[config.mk]
export PLATFORM = sky130hd
export DESIGN_NAME = fetch_queue
export DESIGN_NICKNAME = d
export VERILOG_FILES = /design/src/rtl/cpu_pkg.sv /design/src/rtl/fq_ram.sv /design/src/rtl/fetch_queue.sv
export SDC_FILE = /design/constraint.sdc
export NUM_CORES = 1
export LEC_CHECK = 0
export ABC_CLOCK_PERIOD_IN_PS = 4800
export CAP_MARGIN = 20
export CORE_MARGIN = 2
export CORE_UTILIZATION = 55
export CTS_BUF_LIST = sky130_fd_sc_hd__clkbuf_16
export DETAILED_ROUTE_END_ITERATION = 6
export GPL_ROUTABILITY_DRIVEN = 1
export HOLD_SLACK_MARGIN = 0.08
export PLACE_DENSITY = 0.8
export SYNTH_ARGS = -nofsm -noshare
export SYNTH_HDL_FRONTEND = slang
export SYNTH_SLANG_ARGS = --single-unit
[constraint.sdc]
create_clock -name clk -period 4.8 [get_ports clk]
set_input_delay 0.96 -clock clk [delete_from_list [all_inputs] [get_ports clk]]
set_output_delay 0.96 -clock clk [all_outputs]
set_load 0.1 [all_outputs]
[src/rtl/cpu_pkg.sv]
// Shared CPU constants used by the fetch front end.
//   XLEN      : default datapath / PC width in bits
//   NOP_INSTR : value presented on the instruction bus when nothing is valid
//   PC_STEP   : byte increment between sequential instructions
package cpu_pkg;

  localparam int unsigned XLEN      = 32;
  localparam logic [31:0] NOP_INSTR = 32'h0000_0000;
  localparam logic [31:0] PC_STEP   = 32'd4;

endpackage : cpu_pkg

[src/rtl/fq_ram.sv]
// Fetch queue storage: DEPTH x WIDTH register array, one synchronous write
// port and one asynchronous read port. Contents are not reset; the owner masks
// unused entries.
//   clk   : clock
//   we    : write enable
//   waddr : write index
//   wdata : write data
//   raddr : read index
//   rdata : read data (combinational from the array)
module fq_ram #(
  parameter int unsigned DEPTH = 4,
  parameter int unsigned WIDTH = 64
) (
  input  logic                     clk,
  input  logic                     we,
  input  logic [$clog2(DEPTH)-1:0] waddr,
  input  logic [WIDTH-1:0]         wdata,
  input  logic [$clog2(DEPTH)-1:0] raddr,
  output logic [WIDTH-1:0]         rdata
);

  logic [WIDTH-1:0] mem_q [DEPTH];

  // Write port.
  always_ff @(posedge clk) begin
    if (we) begin
      mem_q[waddr] <= wdata;
    end
  end

  // Read port.
  assign rdata = mem_q[raddr];

endmodule : fq_ram

[src/rtl/fetch_queue.sv]
// Instruction fetch queue: fetches sequentially from a combinational
// instruction memory into a DEPTH-entry FIFO of {instr, pc+4}, stalls when
// full, flushes and refetches on a decode redirect.
// Optional macro FETCH_QUEUE_PERF_EN adds saturating performance counters.
//   clk, reset         : clock, synchronous active-high reset
//   imem_addr          : current fetch byte address
//   imem_rdata         : instruction at imem_addr (same cycle)
//   redirect_valid/pc  : flush and restart fetch at redirect_pc (word aligned)
//   deq_ready          : decode accepts the head entry
//   deq_valid          : head entry present
//   deq_instr          : head instruction (NOP when empty)
//   deq_pc_plus4       : head PC + 4 (zero when empty)
//   count              : occupied entries
//   perf_fetched/perf_redirects/perf_full_cycles : counters (macro only)
module fetch_queue #(
  parameter int unsigned XLEN     = cpu_pkg::XLEN,
  parameter int unsigned DEPTH    = 4,
  parameter logic [XLEN-1:0] RESET_PC = '0
) (
  input  logic                   clk,
  input  logic                   reset,
  output logic [XLEN-1:0]        imem_addr,
  input  logic [XLEN-1:0]        imem_rdata,
  input  logic                   redirect_valid,
  input  logic [XLEN-1:0]        redirect_pc,
  input  logic                   deq_ready,
  output logic                   deq_valid,
  output logic [XLEN-1:0]        deq_instr,
  output logic [XLEN-1:0]        deq_pc_plus4,
  output logic [$clog2(DEPTH):0] count
`ifdef FETCH_QUEUE_PERF_EN
  ,
  output logic [31:0]            perf_fetched,
  output logic [31:0]            perf_redirects,
  output logic [31:0]            perf_full_cycles
`endif
);

  import cpu_pkg::*;

  localparam int unsigned PTR_W = $clog2(DEPTH);
  localparam int unsigned CNT_W = PTR_W + 1;

  logic [XLEN-1:0]  fetch_pc_q, fetch_pc_d;
  logic [PTR_W-1:0] head_q, head_d;
  logic [PTR_W-1:0] tail_q, tail_d;
  logic [CNT_W-1:0] count_q, count_d;

  logic              deq_fire_c;
  logic              enq_fire_c;
  logic              ram_we_c;
  logic [XLEN-1:0]   pc_next_c;
  logic [2*XLEN-1:0] ram_rdata_c;

  assign deq_valid  = (count_q != '0);
  assign deq_fire_c = deq_valid & deq_ready & ~redirect_valid;
  // A dequeue in the same cycle frees the slot, so a full queue keeps fetching.
  assign enq_fire_c = ~redirect_valid & ((count_q < CNT_W'(DEPTH)) | deq_fire_c);
  assign ram_we_c   = enq_fire_c & ~reset;
  assign pc_next_c  = fetch_pc_q + XLEN'(PC_STEP);

  // Entry layout: {instr, pc_plus4}.
  fq_ram #(
    .DEPTH (DEPTH),
    .WIDTH (2 * XLEN)
  ) u_ram (
    .clk   (clk),
    .we    (ram_we_c),
    .waddr (tail_q),
    .wdata ({imem_rdata, pc_next_c}),
    .raddr (head_q),
    .rdata (ram_rdata_c)
  );

  // Next-state for pointers, occupancy and fetch PC; redirect has priority.
  always_comb begin
    fetch_pc_d = fetch_pc_q;
    head_d     = head_q;
    tail_d     = tail_q;
    count_d    = count_q;
    if (redirect_valid) begin
      fetch_pc_d = redirect_pc & ~XLEN'(3);
      head_d     = '0;
      tail_d     = '0;
      count_d    = '0;
    end else begin
      if (enq_fire_c) begin
        tail_d     = tail_q + PTR_W'(1);
        fetch_pc_d = pc_next_c;
      end
      if (deq_fire_c) begin
        head_d = head_q + PTR_W'(1);
      end
      case ({enq_fire_c, deq_fire_c})
        2'b10:   count_d = count_q + CNT_W'(1);
        2'b01:   count_d = count_q - CNT_W'(1);
        default: count_d = count_q;
      endcase
    end
  end

  // State registers; reset overrides everything.
  always_ff @(posedge clk) begin
    if (reset) begin
      fetch_pc_q <= RESET_PC;
      head_q     <= '0;
      tail_q     <= '0;
      count_q    <= '0;
    end else begin
      fetch_pc_q <= fetch_pc_d;
      head_q     <= head_d;
      tail_q     <= tail_d;
      count_q    <= count_d;
    end
  end

  assign imem_addr    = fetch_pc_q;
  assign count        = count_q;
  // Storage is never cleared, so stale entries are hidden when empty.
  assign deq_instr    = deq_valid ? ram_rdata_c[2*XLEN-1:XLEN] : XLEN'(NOP_INSTR);
  assign deq_pc_plus4 = deq_valid ? ram_rdata_c[XLEN-1:0]      : '0;

`ifdef FETCH_QUEUE_PERF_EN
  logic [31:0] perf_fetched_q,     perf_fetched_d;
  logic [31:0] perf_redirects_q,   perf_redirects_d;
  logic [31:0] perf_full_cycles_q, perf_full_cycles_d;
  logic        full_stall_c;

  assign full_stall_c = (count_q == CNT_W'(DEPTH)) & ~deq_fire_c;

  // Saturating event counters.
  always_comb begin
    perf_fetched_d     = perf_fetched_q;
    perf_redirects_d   = perf_redirects_q;
    perf_full_cycles_d = perf_full_cycles_q;
    if (enq_fire_c && perf_fetched_q != '1) begin
      perf_fetched_d = perf_fetched_q + 32'd1;
    end
    if (redirect_valid && perf_redirects_q != '1) begin
      perf_redirects_d = perf_redirects_q + 32'd1;
    end
    if (full_stall_c && perf_full_cycles_q != '1) begin
      perf_full_cycles_d = perf_full_cycles_q + 32'd1;
    end
  end

  always_ff @(posedge clk) begin
    if (reset) begin
      perf_fetched_q     <= '0;
      perf_redirects_q   <= '0;
      perf_full_cycles_q <= '0;
    end else begin
      perf_fetched_q     <= perf_fetched_d;
      perf_redirects_q   <= perf_redirects_d;
      perf_full_cycles_q <= perf_full_cycles_d;
    end
  end

  assign perf_fetched     = perf_fetched_q;
  assign perf_redirects   = perf_redirects_q;
  assign perf_full_cycles = perf_full_cycles_q;
`endif

endmodule : fetch_queue

==> results.json, run 1 <==
{
  "outcome": "complete, no violations",
  "synth_top_area_share": 0.607,
  "ys_top_cells_by_area": "edfxtp_1, mux4_2, dfxtp_1",
  "yosysTopAreaCell": "edfxtp_1",
  "post_cts_buffers": 0,
  "min_path_type": "reg -> reg",
  "reg2regPathDepth": 9,
  "multi_input_area_sq_mm": 0.00374,
  "final.setup.tns_ns": 0,
  "worstPathRequired_ns": 3.84,
  "viasPerCell": 5.92,
  "yosys-top-cells-count": "edfxtp_1, and2_1, mux4_2, dfxtp_1, nor2_1",
  "yosysSeqAreaShare": 0.671,
  "postRouteWirelength_um": 25900,
  "syn_avg_cell_area_sq_um": 16.2,
  "dp_hpwl_um": 16300,
  "synth-adder-area-share": 0.00775,
  "synth_xor_area_frac": 0.0286,
  "tightestPinTransition_ns": 1.12,
  "start_kind": "register",
  "synth_compound_area_frac": 0.0461,
  "cp.buffers_inverters": 2,
  "critPathMaxStageDelay_ns": 0.86,
  "ys.warnings.count": 0,
  "post-route-min-period_ns": 3.66,
  "yosysMostFrequentCell": "edfxtp_1",
  "combinationalPowerShare": 0.122,
  "drt_pass1_iterations": 5,
  "syn_inst": 756,
  "num-fill-cells": 1443,
  "ctsHoldBuffers": 0,
  "worst_ep_arrival_time_ns": 2.70,
  "cellInternalPower_w": 0.00435,
  "worst-path-stages": 4,
  "rsz0062_at_grt": "no",
  "synth_top_family_by_area": "multiplexers",
  "synth_area_sq_mm": 0.0123,
  "irDropWorstVdd_uv": 282,
  "clkPwrFrac": 0.392,
  "gr-total-overflow": 0,
  "drive_gt1_frac": 0.216,
  "antenna_cells": 0,
  "syn_to_final_growth_pct": 22.1,
  "crit_type": "reg -> out",
  "drt-initial-drc-count": 594,
  "end_kind": "primary output",
  "cts_buffers": 30,
  "clock_sinks": 287,
  "holdWs_ns": 0.521,
  "synth_edf_count": 248,
  "cpLargestDelayFamily": "flip-flops",
  "leakagePower_nw": 4.96,
  "ys.flop_type": "edfxtp_1",
  "synthSimpleGateAreaFrac": 0.105,
  "start_util": 0.562,
  "die_y_um": 153,
  "max_cap_viol_count": 0,
  "synthMuxAreaShare": 0.114,
  "routed-via-count": 7193,
  "cts_resized": 0,
  "crit_path_cell_trace": "buf_12 > mux4_2 > and2_1 > buf_4",
  "port_buffers": 161,
  "clk_latency_ns": 0.54,
  "drc": 0,
  "max_freq_ghz": 0.273,
  "post_drt_wl_per_cell_um": 21.3,
  "fp-row-count": 54,
  "synth-seq-cells": 287,
  "powerDensity_mw_per_mm2": 389,
  "synthArstFlopShare": 0,
  "grt_pass1_wl_um": 40300,
  "hold_viol_final": 0,
  "io_pins": 168,
  "seqCellArea_sq_mm": 0.00823,
  "p_sw_w": 0.00147,
  "skew_ns": 0.0134,
  "clock_path_buffers": 3,
  "dieArea_sq_mm": 0.0235,
  "cts_root_buffer": "clkbuf_16",
  "final_nets": 987,
  "slowest_stage": "dfxtp_4",
  "core_sq_mm": 0.0218,
  "min_period_over_period": 0.762,
  "cts_tree": "yes",
  "cts_max_level": 1,
  "track_usage": 0.219,
  "p_seq_frac": 0.487,
  "ys_types": 67,
  "antenna_found_initial": 0,
  "antenna_left": 0,
  "min_path_cells": 2,
  "worstPathMaxFanout": 36,
  "swShare": 0.253,
  "final_max_slew_viol_count": 0,
  "dieWidth_um": 153,
  "maxSlewHeadroom": 0.235,
  "setup_viol": 0,
  "grt_pass1_vias": 7228,
  "grt_max_degree": 66,
  "globalplace.congestion": 0.863,
  "clk_pin_slew_worst_paths_ns": 0.06
}
-- per-stage QoR --
stage / instances / cell area [sq um] / power, W / setup WS (ns) / util
after floorplan: 759 / 12300 / 0.00339 / 0.646 / -
after global placement: 1159 / 14000 / 0.00358 / 1.23 / 0.640
after detailed placement: 1159 / 14000 / 0.00359 / 1.16 / 0.640
after CTS: 1215 / 15000 / 0.00586 / 0.883 / 0.685
after global routing: 1216 / 15000 / 0.00600 / 0.949 / 0.686
final: 1216 / 15000 / 0.00583 / 1.14 / 0.686
-- registers in the layout, summed over array words and instances (netlist names), named ones only --
signal       flops
count            3
tail_q           2
head_q           2
u_ram.mem_q    248
imem_addr       30
-- power groups by stage --
| stage | Combinational, W | Clock [W] | Sequential (W) |
|---|---|---|---|
| after floorplan | 0.000380 | 0 | 0.00301 |
| after global placement | 0.000697 | 0 | 0.00288 |
| after detailed placement | 0.000705 | 0 | 0.00289 |
| after CTS | 0.000708 | 0.00232 | 0.00284 |
| after global routing | 0.000737 | 0.00242 | 0.00284 |
| final | 0.000708 | 0.00228 | 0.00284 |
-- final timing paths --
path / startpoint / end / slack (ns)
max: register / deq_instr[14] / 1.14
min: tail_q[1] / tail_q[1] / 0.52
max reg2reg: count[2] / count[2] / 1.63
min reg2reg: tail_q[1] / tail_q[1] / 0.52
-- placed cells by master (no fill, tap or decap), types with 8 or more instances in the layout --
cell type / instances
a21oi_1: 8
nand3_1: 22
a311oi_1: 10
dfxtp_1: 37
nand2_1: 26
clkbuf_16: 31
nor3_1: 13
inv_1: 22
mux4_2: 62
xnor2_1: 25
nor2_1: 38
edfxtp_1: 248
xor2_1: 15
and4_1: 8
clkdlybuf4s50_1: 98
nand4_1: 10
buf_4: 67
a211oi_1: 12
and2_1: 66
-- cells by family after synthesis --
family                   count (synthesis)
AO/OA/AOI/OAI                           69
XOR/XNOR                                40
adder cells (fa/ha/maj)                  7
buffers and inverters                   66
flip-flops                             287
multiplexers                            62
other                                    1
AND/OR/NAND/NOR                        224
-- metal layers --
metal | vias to the layer above | wire length (um) | global-route usage
met3 | 28 | 1770 | 0.0397
met1 | 3611 | 11200 | 0.315
met5 | - | 0 | 0
li1 | 3276 | - | -
met2 | 278 | 12600 | 0.354
met4 | 0 | 369 | 0.0494
-- area by class of cell --
cell class	count	share of cell area
timing repair buffer	171	0.107
multi-input combinational	406	0.249
sequential	287	0.550
inverter	16	0.00401
clock buffer	31	0.0518
tap	280	0.0234
clock inverter	25	0.0145
-- worst register-to-register path, cell delays in order (launching register included) --
cell     delay (ns)
dfxtp_1        0.80
or3_2          0.59
buf_12         0.26
and2_1         0.20
ha_1           0.19
inv_1          0.06
fa_1           0.37
xor2_1         0.16
or3_1          0.31
a21oi_1        0.17
(Power assumes the default switching activity.)
==> run 2, diff against run 1 <==
--- a/config.mk
+++ b/config.mk
@@ -5,7 +5,7 @@
 export SDC_FILE = /design/constraint.sdc
 export NUM_CORES = 1
 export LEC_CHECK = 0
-export ABC_CLOCK_PERIOD_IN_PS = 4800
+export ABC_CLOCK_PERIOD_IN_PS = 3400
 export CAP_MARGIN = 20
 export CORE_MARGIN = 2
 export CORE_UTILIZATION = 55
==> constraint.sdc (replaced) <==
create_clock -name clk -period 3.4 [get_ports clk]
set_input_delay 0.68 -clock clk [delete_from_list [all_inputs] [get_ports clk]]
set_output_delay 0.68 -clock clk [all_outputs]
set_load 0.1 [all_outputs]
==> run 2 against run 1 <==
Sequential cell count unchanged; global-route usage grew 0.055 points; clock power increased by 29%; die area unchanged; first-iteration DRC count is 4.2% higher; hold slack worse by 0.015 ns; clock skew is 0.0043 ns higher; largest power group unchanged; critical path depth is the same; sequential share of layout area is 0.36 points higher; cell count increased by 0.74%; register-to-register slack got worse by 0.93 ns.
==> results.json, run 2 (synthesis gave the netlist of run 1 again) <==
{
  "outcome": "complete, no violations",
  "core_sq_mm": 0.0218,
  "dieArea_sq_mm": 0.0235,
  "track_usage": 0.219,
  "worst_ep_arrival_time_ns": 2.46,
  "io_pins": 168,
  "end_kind": "primary output",
  "final.setup.tns_ns": 0,
  "leakagePower_nw": 5.06,
  "drt_pass1_iterations": 5,
  "irDropWorstVdd_uv": 329,
  "syn_to_final_growth_pct": 21.3,
  "maxSlewHeadroom": 0.472,
  "grt_pass1_vias": 7254,
  "layout_commonest_cell": "edfxtp_1",
  "cts_resized": 0,
  "slowest_stage": "dfxtp_4",
  "max_cap_viol_count": 0,
  "cts_buffers": 29,
  "powerDensity_mw_per_mm2": 534,
  "start_util": 0.562,
  "largest_register": "u_ram.mem_q",
  "clk_pin_slew_worst_paths_ns": 0.06,
  "crit_path_cell_trace": "buf_12 > mux4_2 > and2_1 > buf_4",
  "setup_viol": 0,
  "num-fill-cells": 1441,
  "start_kind": "register",
  "post_drt_wl_per_cell_um": 21.4,
  "grt_pass1_wl_um": 40500,
  "post_cts_buffers": 0,
  "min_path_type": "reg -> reg",
  "clock_sinks": 287,
  "worstPathMaxFanout": 25,
  "dpl.cell_count": 1173,
  "fin_util": 0.682,
  "final_cell_mix": "edfxtp_1, buf_4, and2_1",
  "antenna_cells": 0,
  "min_period_over_period": 0.923,
  "drt-initial-drc-count": 619,
  "routed-via-count": 7299,
  "final_nets": 999,
  "postRouteWirelength_um": 26200,
  "fp-row-count": 54,
  "gr-total-overflow": 0,
  "drive_gt1_frac": 0.258,
  "post-route-min-period_ns": 3.14,
  "rsz0062_at_grt": "no",
  "skew_ns": 0.0177,
  "globalplace.congestion": 0.889,
  "crit_type": "reg -> out",
  "port_buffers": 161,
  "clock_path_buffers": 3,
  "max_freq_ghz": 0.319,
  "holdWs_ns": 0.506,
  "hold_viol_final": 0,
  "grt_max_degree": 63,
  "instances_no_fill": 1225,
  "antenna_left": 0,
  "dieWidth_um": 153,
  "drc": 0,
  "cts_root_buffer": "clkbuf_16",
  "antenna_found_initial": 0,
  "worstPathRequired_ns": 2.72,
  "clk_latency_ns": 0.54,
  "cts_tree": "yes",
  "ctsHoldBuffers": 0,
  "largest_register_ff_count": 248,
  "tightestPinTransition_ns": 0.784,
  "final_max_slew_viol_count": 0,
  "viasPerCell": 5.96,
  "die_y_um": 153,
  "dp_hpwl_um": 16700,
  "cts_max_level": 1,
  "critPathMaxStageDelay_ns": 0.65
}
[run 2: changes by cell type in the layout (fill, tap and decap cells not counted), moves of 3 or more]
cell and delta:
and3_2 +4, buf_4 +45, clkinvlp_4 -3, clkdlybuf4s50_1 -33, and3_4 -4
[run 2: cell type report]
cell class / instances / area (sq um) / share of cell area
sequential: 287 / 8230 / 0.553
multi-input combinational: 406 / 3720 / 0.250
timing repair buffer: 184 / 1630 / 0.110
clock buffer: 29 / 726 / 0.0488
tap: 280 / 350 / 0.0235
clock inverter: 23 / 156 / 0.0105
inverter: 16 / 60.1 / 0.00404
[run 2: worst paths after layout]
path	start	to	slack (ns)	cells past startpoint
max	register	deq_instr[22]	0.26	4
min	tail_q[1]	tail_q[1]	0.51	2
max reg2reg	imem_addr[2]	u_ram.mem_q[2][20]	0.70	5
min reg2reg	tail_q[1]	tail_q[1]	0.51	2
[run 2: through the flow]
| step | total power (W) | cell area (sq um) | setup WS [ns] |
|---|---|---|---|
| final | 0.00795 | 14900 | 0.263 |
| after global routing | 0.00817 | 14900 | 0.127 |
| after CTS | 0.00801 | 14900 | 0.199 |
| after detailed placement | 0.00508 | 14000 | 0.467 |
| after global placement | 0.00506 | 14000 | 0.489 |
| after floorplan | 0.00478 | 12300 | 0.0266 |
[run 2: per-layer routing]
layer	routed length, um	part of all wire	global-route usage
met5	0	0	0
met4	390	0.015	0.0432
met3	2030	0.078	0.0383
met1	10900	0.42	0.309
met2	12900	0.49	0.366
[run 2: critical path, delay by kind of cell (launching register included)]
family	cells	cell delay (ns)
buf+inv	2	0.52
flops	1	0.65
mux	1	0.53
simple gates	1	0.18
[run 2: power breakdown]
part           switching [W]  internal [W]  leakage, nW
clock network        0.00126       0.00169        0.465
logic               0.000726      0.000271         2.00
registers          0.0000762       0.00393         2.60
total                0.00206       0.00589         5.06
==> run 3, diff against run 2 <==
--- a/config.mk
+++ b/config.mk
@@ -13,7 +13,7 @@
 export DETAILED_ROUTE_END_ITERATION = 6
 export GPL_ROUTABILITY_DRIVEN = 1
 export HOLD_SLACK_MARGIN = 0.08
-export PLACE_DENSITY = 0.8
+export PLACE_DENSITY = 0.91
 export SYNTH_ARGS = -nofsm -noshare
 export SYNTH_HDL_FRONTEND = slang
 export SYNTH_SLANG_ARGS = --single-unit
==> run 3 against run 2 <==
Non-clock buffer count decreased by 3; fmax grew 0.60%; total power rose by 1.5%; largest cell class unchanged; largest power group unchanged.
==> results.json, run 3 (synthesis gave the netlist of run 1 again) <==
{
  "outcome": "complete, no violations",
  "postRouteWirelength_um": 27100,
  "cts_resized": 0,
  "cts_tree": "yes",
  "reg2reg_to": "u_ram.mem_q[3][24]",
  "fp-row-count": 54,
  "drc": 0,
  "instances_no_fill": 1222,
  "skew_ns": 0.0135,
  "dieArea_sq_mm": 0.0235,
  "grt_pass1_wl_um": 42900,
  "r2r_start": "imem_addr[2]",
  "io_pins": 168,
  "clk_latency_ns": 0.53,
  "cts_max_level": 1,
  "leakagePower_nw": 5.24,
  "grt_max_degree": 63,
  "antenna_left": 0,
  "final_nets": 995,
  "die_y_um": 153,
  "final.setup.tns_ns": 0,
  "start_util": 0.562,
  "min_period_over_period": 0.917,
  "viasPerCell": 6.08,
  "worstPathRequired_ns": 2.72,
  "cts_buffers": 28,
  "port_buffers": 161,
  "drt_pass1_iterations": 6,
  "worst_ep_arrival_time_ns": 2.44,
  "routed-via-count": 7435,
  "worstPathMaxFanout": 23,
  "layout_commonest_cell": "edfxtp_1",
  "min_path_type": "reg -> reg",
  "min_from": "tail_q[1]",
  "clk_pin_slew_worst_paths_ns": 0.06,
  "rsz0062_at_grt": "no",
  "dpl.cell_count": 1170,
  "post_cts_buffers": 0,
  "antenna_cells": 0,
  "clock_path_buffers": 3,
  "core_sq_mm": 0.0218,
  "num-fill-cells": 1311,
  "start_kind": "register",
  "crit_type": "reg -> out",
  "syn_to_final_growth_pct": 27.8,
  "ctsHoldBuffers": 0,
  "post-route-min-period_ns": 3.12,
  "drt-initial-drc-count": 669,
  "end_kind": "primary output",
  "min_path_cells": 2,
  "grt_pass1_vias": 7506,
  "largest_register_ff_count": 248,
  "hold_viol_final": 0,
  "dieWidth_um": 153,
  "clock_sinks": 287,
  "r2r_slack_ns": 0.60,
  "final_cell_mix": "edfxtp_1, buf_12, and2_1",
  "max_freq_ghz": 0.321,
  "final_max_slew_viol_count": 0,
  "tightestPinTransition_ns": 0.704,
  "reg2regPathDepth": 5,
  "post_drt_wl_per_cell_um": 22.2,
  "drive_gt1_frac": 0.258,
  "track_usage": 0.233,
  "gr-total-overflow": 0,
  "setup_viol": 0,
  "largest_register": "u_ram.mem_q",
  "irDropWorstVdd_uv": 344,
  "holdPathEnd": "tail_q[1]",
  "globalplace.congestion": 0.919,
  "dp_hpwl_um": 17200,
  "antenna_found_initial": 0,
  "powerDensity_mw_per_mm2": 515,
  "cts_root_buffer": "clkbuf_16",
  "maxSlewHeadroom": 0.527,
  "max_cap_viol_count": 0
}
==> run 3: worst max-delay path, stage by stage (launching register included) <==
cell,delay [ns]
dfxtp_4,0.64
buf_12,0.29
mux4_2,0.55
and2_1,0.23
buf_12,0.18
==> run 3: layout make-up <==
type                            count  area (sq um)  share of cell area
Clock buffer                       30           751              0.0479
Clock inverter                     22           146             0.00934
Inverter                           16          60.1             0.00383
Multi-Input combinational cell    406          3720               0.237
Sequential cell                   287          8230               0.525
Tap cell                          280           350              0.0224
Timing Repair Buffer              181          2410               0.154
==> run 3: how the worst max path moves through the flow <==
stage	end	startpoint	slack [ns]
after CTS	deq_pc_plus4[25]	register	0.23
after detailed placement	count[2]	deq_ready	0.43
after floorplan	deq_pc_plus4[22]	count[2]	0.03
after global routing	deq_pc_plus4[25]	register	0.14
after global placement	count[2]	redirect_valid	0.51
final	deq_pc_plus4[25]	register	0.28
==> run 3: through the flow <==
stage | util | worst slack (ns) | total power, W | hold slack (ns) | cell area (sq um)
floorplan | - | 0.0266 | 0.00478 | 0.465 | 12300
global placement | 0.677 | 0.512 | 0.00516 | 0.479 | 14800
detailed placement | 0.677 | 0.431 | 0.00519 | 0.495 | 14800
CTS | 0.718 | 0.227 | 0.00813 | 0.506 | 15700
global route | 0.718 | 0.142 | 0.00833 | 0.530 | 15700
finish | 0.718 | 0.282 | 0.00807 | 0.505 | 15700
==> run 3: metal layers <==
| layer | vias to the layer above | global-route usage | share of wire |
|---|---|---|---|
| met3 | 47 | 0.0422 | 0.089 |
| met4 | 0 | 0.0564 | 0.021 |
| met1 | 3688 | 0.312 | 0.38 |
| met2 | 415 | 0.401 | 0.51 |
| met5 | - | 0 | 0 |
| li1 | 3285 | - | - |
==> run 3: power by group <==
group | switching, W | internal [W] | total [W]
clock network | 0.00122 | 0.00173 | 0.00295
registers | 0.0000750 | 0.00393 | 0.00400
logic | 0.000750 | 0.000365 | 0.00112
total | 0.00205 | 0.00602 | 0.00807
==> RTL change (config.mk and constraints of run 1) <==
`XLEN`: 32 -> 48.
--- a/src/rtl/cpu_pkg.sv
+++ b/src/rtl/cpu_pkg.sv
@@ -4,7 +4,7 @@
 //   PC_STEP   : byte increment between sequential instructions
 package cpu_pkg;
 
-  localparam int unsigned XLEN      = 32;
+  localparam int unsigned XLEN      = 48;
   localparam logic [31:0] NOP_INSTR = 32'h0000_0000;
   localparam logic [31:0] PC_STEP   = 32'd4;
 
Interface: changed (5 resized); port bits go from 168 to 248. No check against the original RTL was run, so the function may have changed too.
==> RTL change against run 1 <==
Combinational power up 45%; routed wire length up 51%; synthesized cell count up 46%; via count up 46%; total power up 45%; synthesized area up 48%; first-iteration DRC count up 52%; cell area up 48%; sequential cell count up 144; setup slack worse by 0.0093 ns.
==> RTL change: results (changes against run 1) <==
Clocking
  • Clk slew on worst S/H paths: 0.06 ns (about the same)
  • Num CTS Buffers: 43 (+43%)
  • CTS HTree Levels: 2 (+1)
  • Max Buffers Root-to-Sink: 3 (unchanged)

Synthesis
  • Distinct cells, synth: 54 (-19%)
  • Top post-synthesis cells by count: edfxtp_1, and2_1, mux4_2, nand2_1, xor2_1
  • Register area share after synthesis: 68.5% (+1.4 points)
  • Synth warn: 0 (unchanged)
  • Post-synth EDFFs: 376 (+52%)
  • Largest cells by area after synthesis: edfxtp_1, mux4_2, dfxtp_1

GRT
  • GRT Overall Usage: 22.9% (+1.0 points)
  • Initial antenna violation count: 1 (+1)
  • Largest net degree at the start of global routing: 83 (+26%)
  • Global-route wire length before repair: 59100 µm (+47%)
  • Vias in the first global route: 10.4k (+44%)

Cells and area
  • Fillers: 2199 (+52%)
  • Flip-flop count of the largest register after layout: 376 (+52%)
  • Share of layout cells above drive strength 1: 21.6% (+0.025 points)
  • Layout Nets: 1444 (+46%)

Setup path
  • Crit path DAT: 2.71 ns (about the same)
  • CP Max Fanout: 33 (-8.3%)

Drt
  • DR iter-0 viols: 904 (+52%)
  • Total wire length: 39200 µm (+51%)
  • Via density: 5.78 (-2.3%)

Placed design
  • # port buffers: 241 (+50%)
  • DPL Wire Length: 25000 µm (+53%)
  • Dpl cell area: 0.0208 mm² (+49%)
  • GP Congestion: 0.889 (+2.9%)
  • Pre-CTS setup slack: 1.15 ns (-0.0128 ns)

Status
  • Status: finished clean

Power
  • VDD IR max: 0.253 mV (-10%)
  • Leakage power: 7.47 nW (+50%)
  • Internal: 6.31 mW (+45%)

STA
  • Clk_skew: 0.0248 ns (+0.0113 ns)
  • Rel. slew slack: 29.8% (+6.4 points)

Worst hold path
  • HP Class: reg -> reg
[RTL change: metal layers]
layer	wire, µm	part of all wire, %	vias up	track usage [%]
li1	-	-	4719	-
met1	16100	41	5237	31.7
met2	19000	49	449	37.6
met3	3280	8.4	63	4.21
met4	798	2.0	0	6.22
met5	0	0	-	0
[RTL change: cells by family after synthesis]
kind of cell | count (synthesis) | synth area share, %
AO/OA/AOI/OAI | 84 | 3.13
flip-flops | 431 | 68.5
AND/OR/NAND/NOR | 310 | 9.78
XOR/XNOR | 87 | 4.21
adder cells (fa/ha/maj) | 7 | 0.525
multiplexers | 95 | 11.8
other | 1 | 0.0207
buffers and inverters | 90 | 2.10
[RTL change: worst paths after layout]
| path | from | endpoint | slack [ns] | depth (start not counted) |
|---|---|---|---|---|
| setup reg to reg | imem_addr[4] | u_ram.mem_q[2][43] | 2.01 | 5 |
| setup / recovery | flop | deq_pc_plus4[23] | 1.13 | 4 |
| hold reg to reg | tail_q[1] | tail_q[1] | 0.50 | 2 |
| hold / removal | tail_q[1] | tail_q[1] | 0.50 | 2 |
[RTL change: layout make-up]
cell class / instances / area [µm²] / share of cell area [%]
Clock buffer: 45 / 1130 / 5.08
Clock inverter: 33 / 224 / 1.01
Inverter: 12 / 45.0 / 0.203
Multi-Input combinational cell: 587 / 5350 / 24.1
Sequential cell: 431 / 12400 / 55.9
Tap cell: 442 / 553 / 2.49
Timing Repair Buffer: 262 / 2480 / 11.2
[RTL change: per-stage QoR]
| stage | std cells | hold WS (ns) |
|---|---|---|
| final | 1812 | 0.502 |
| after global routing | 1812 | 0.546 |
| after CTS | 1812 | 0.505 |
| after detailed placement | 1734 | 0.499 |
| after global placement | 1734 | 0.479 |
| after floorplan | 1108 | 0.465 |
[RTL change: power groups by stage]
stage | logic, mW | clock network [mW] | registers, mW
global route | 1.07 | 3.38 | 4.26
detailed placement | 1.03 | 0 | 4.33
CTS | 1.03 | 3.24 | 4.25
floorplan | 0.556 | 0 | 4.49
finish | 1.03 | 3.18 | 4.25
global placement | 1.02 | 0 | 4.32
[RTL change: worst max-delay path, stage by stage, from the launching register on]
cell,delay (ns)
dfxtp_4,0.76
buf_12,0.36
mux4_2,0.60
and2_1,0.19
buf_4,0.23
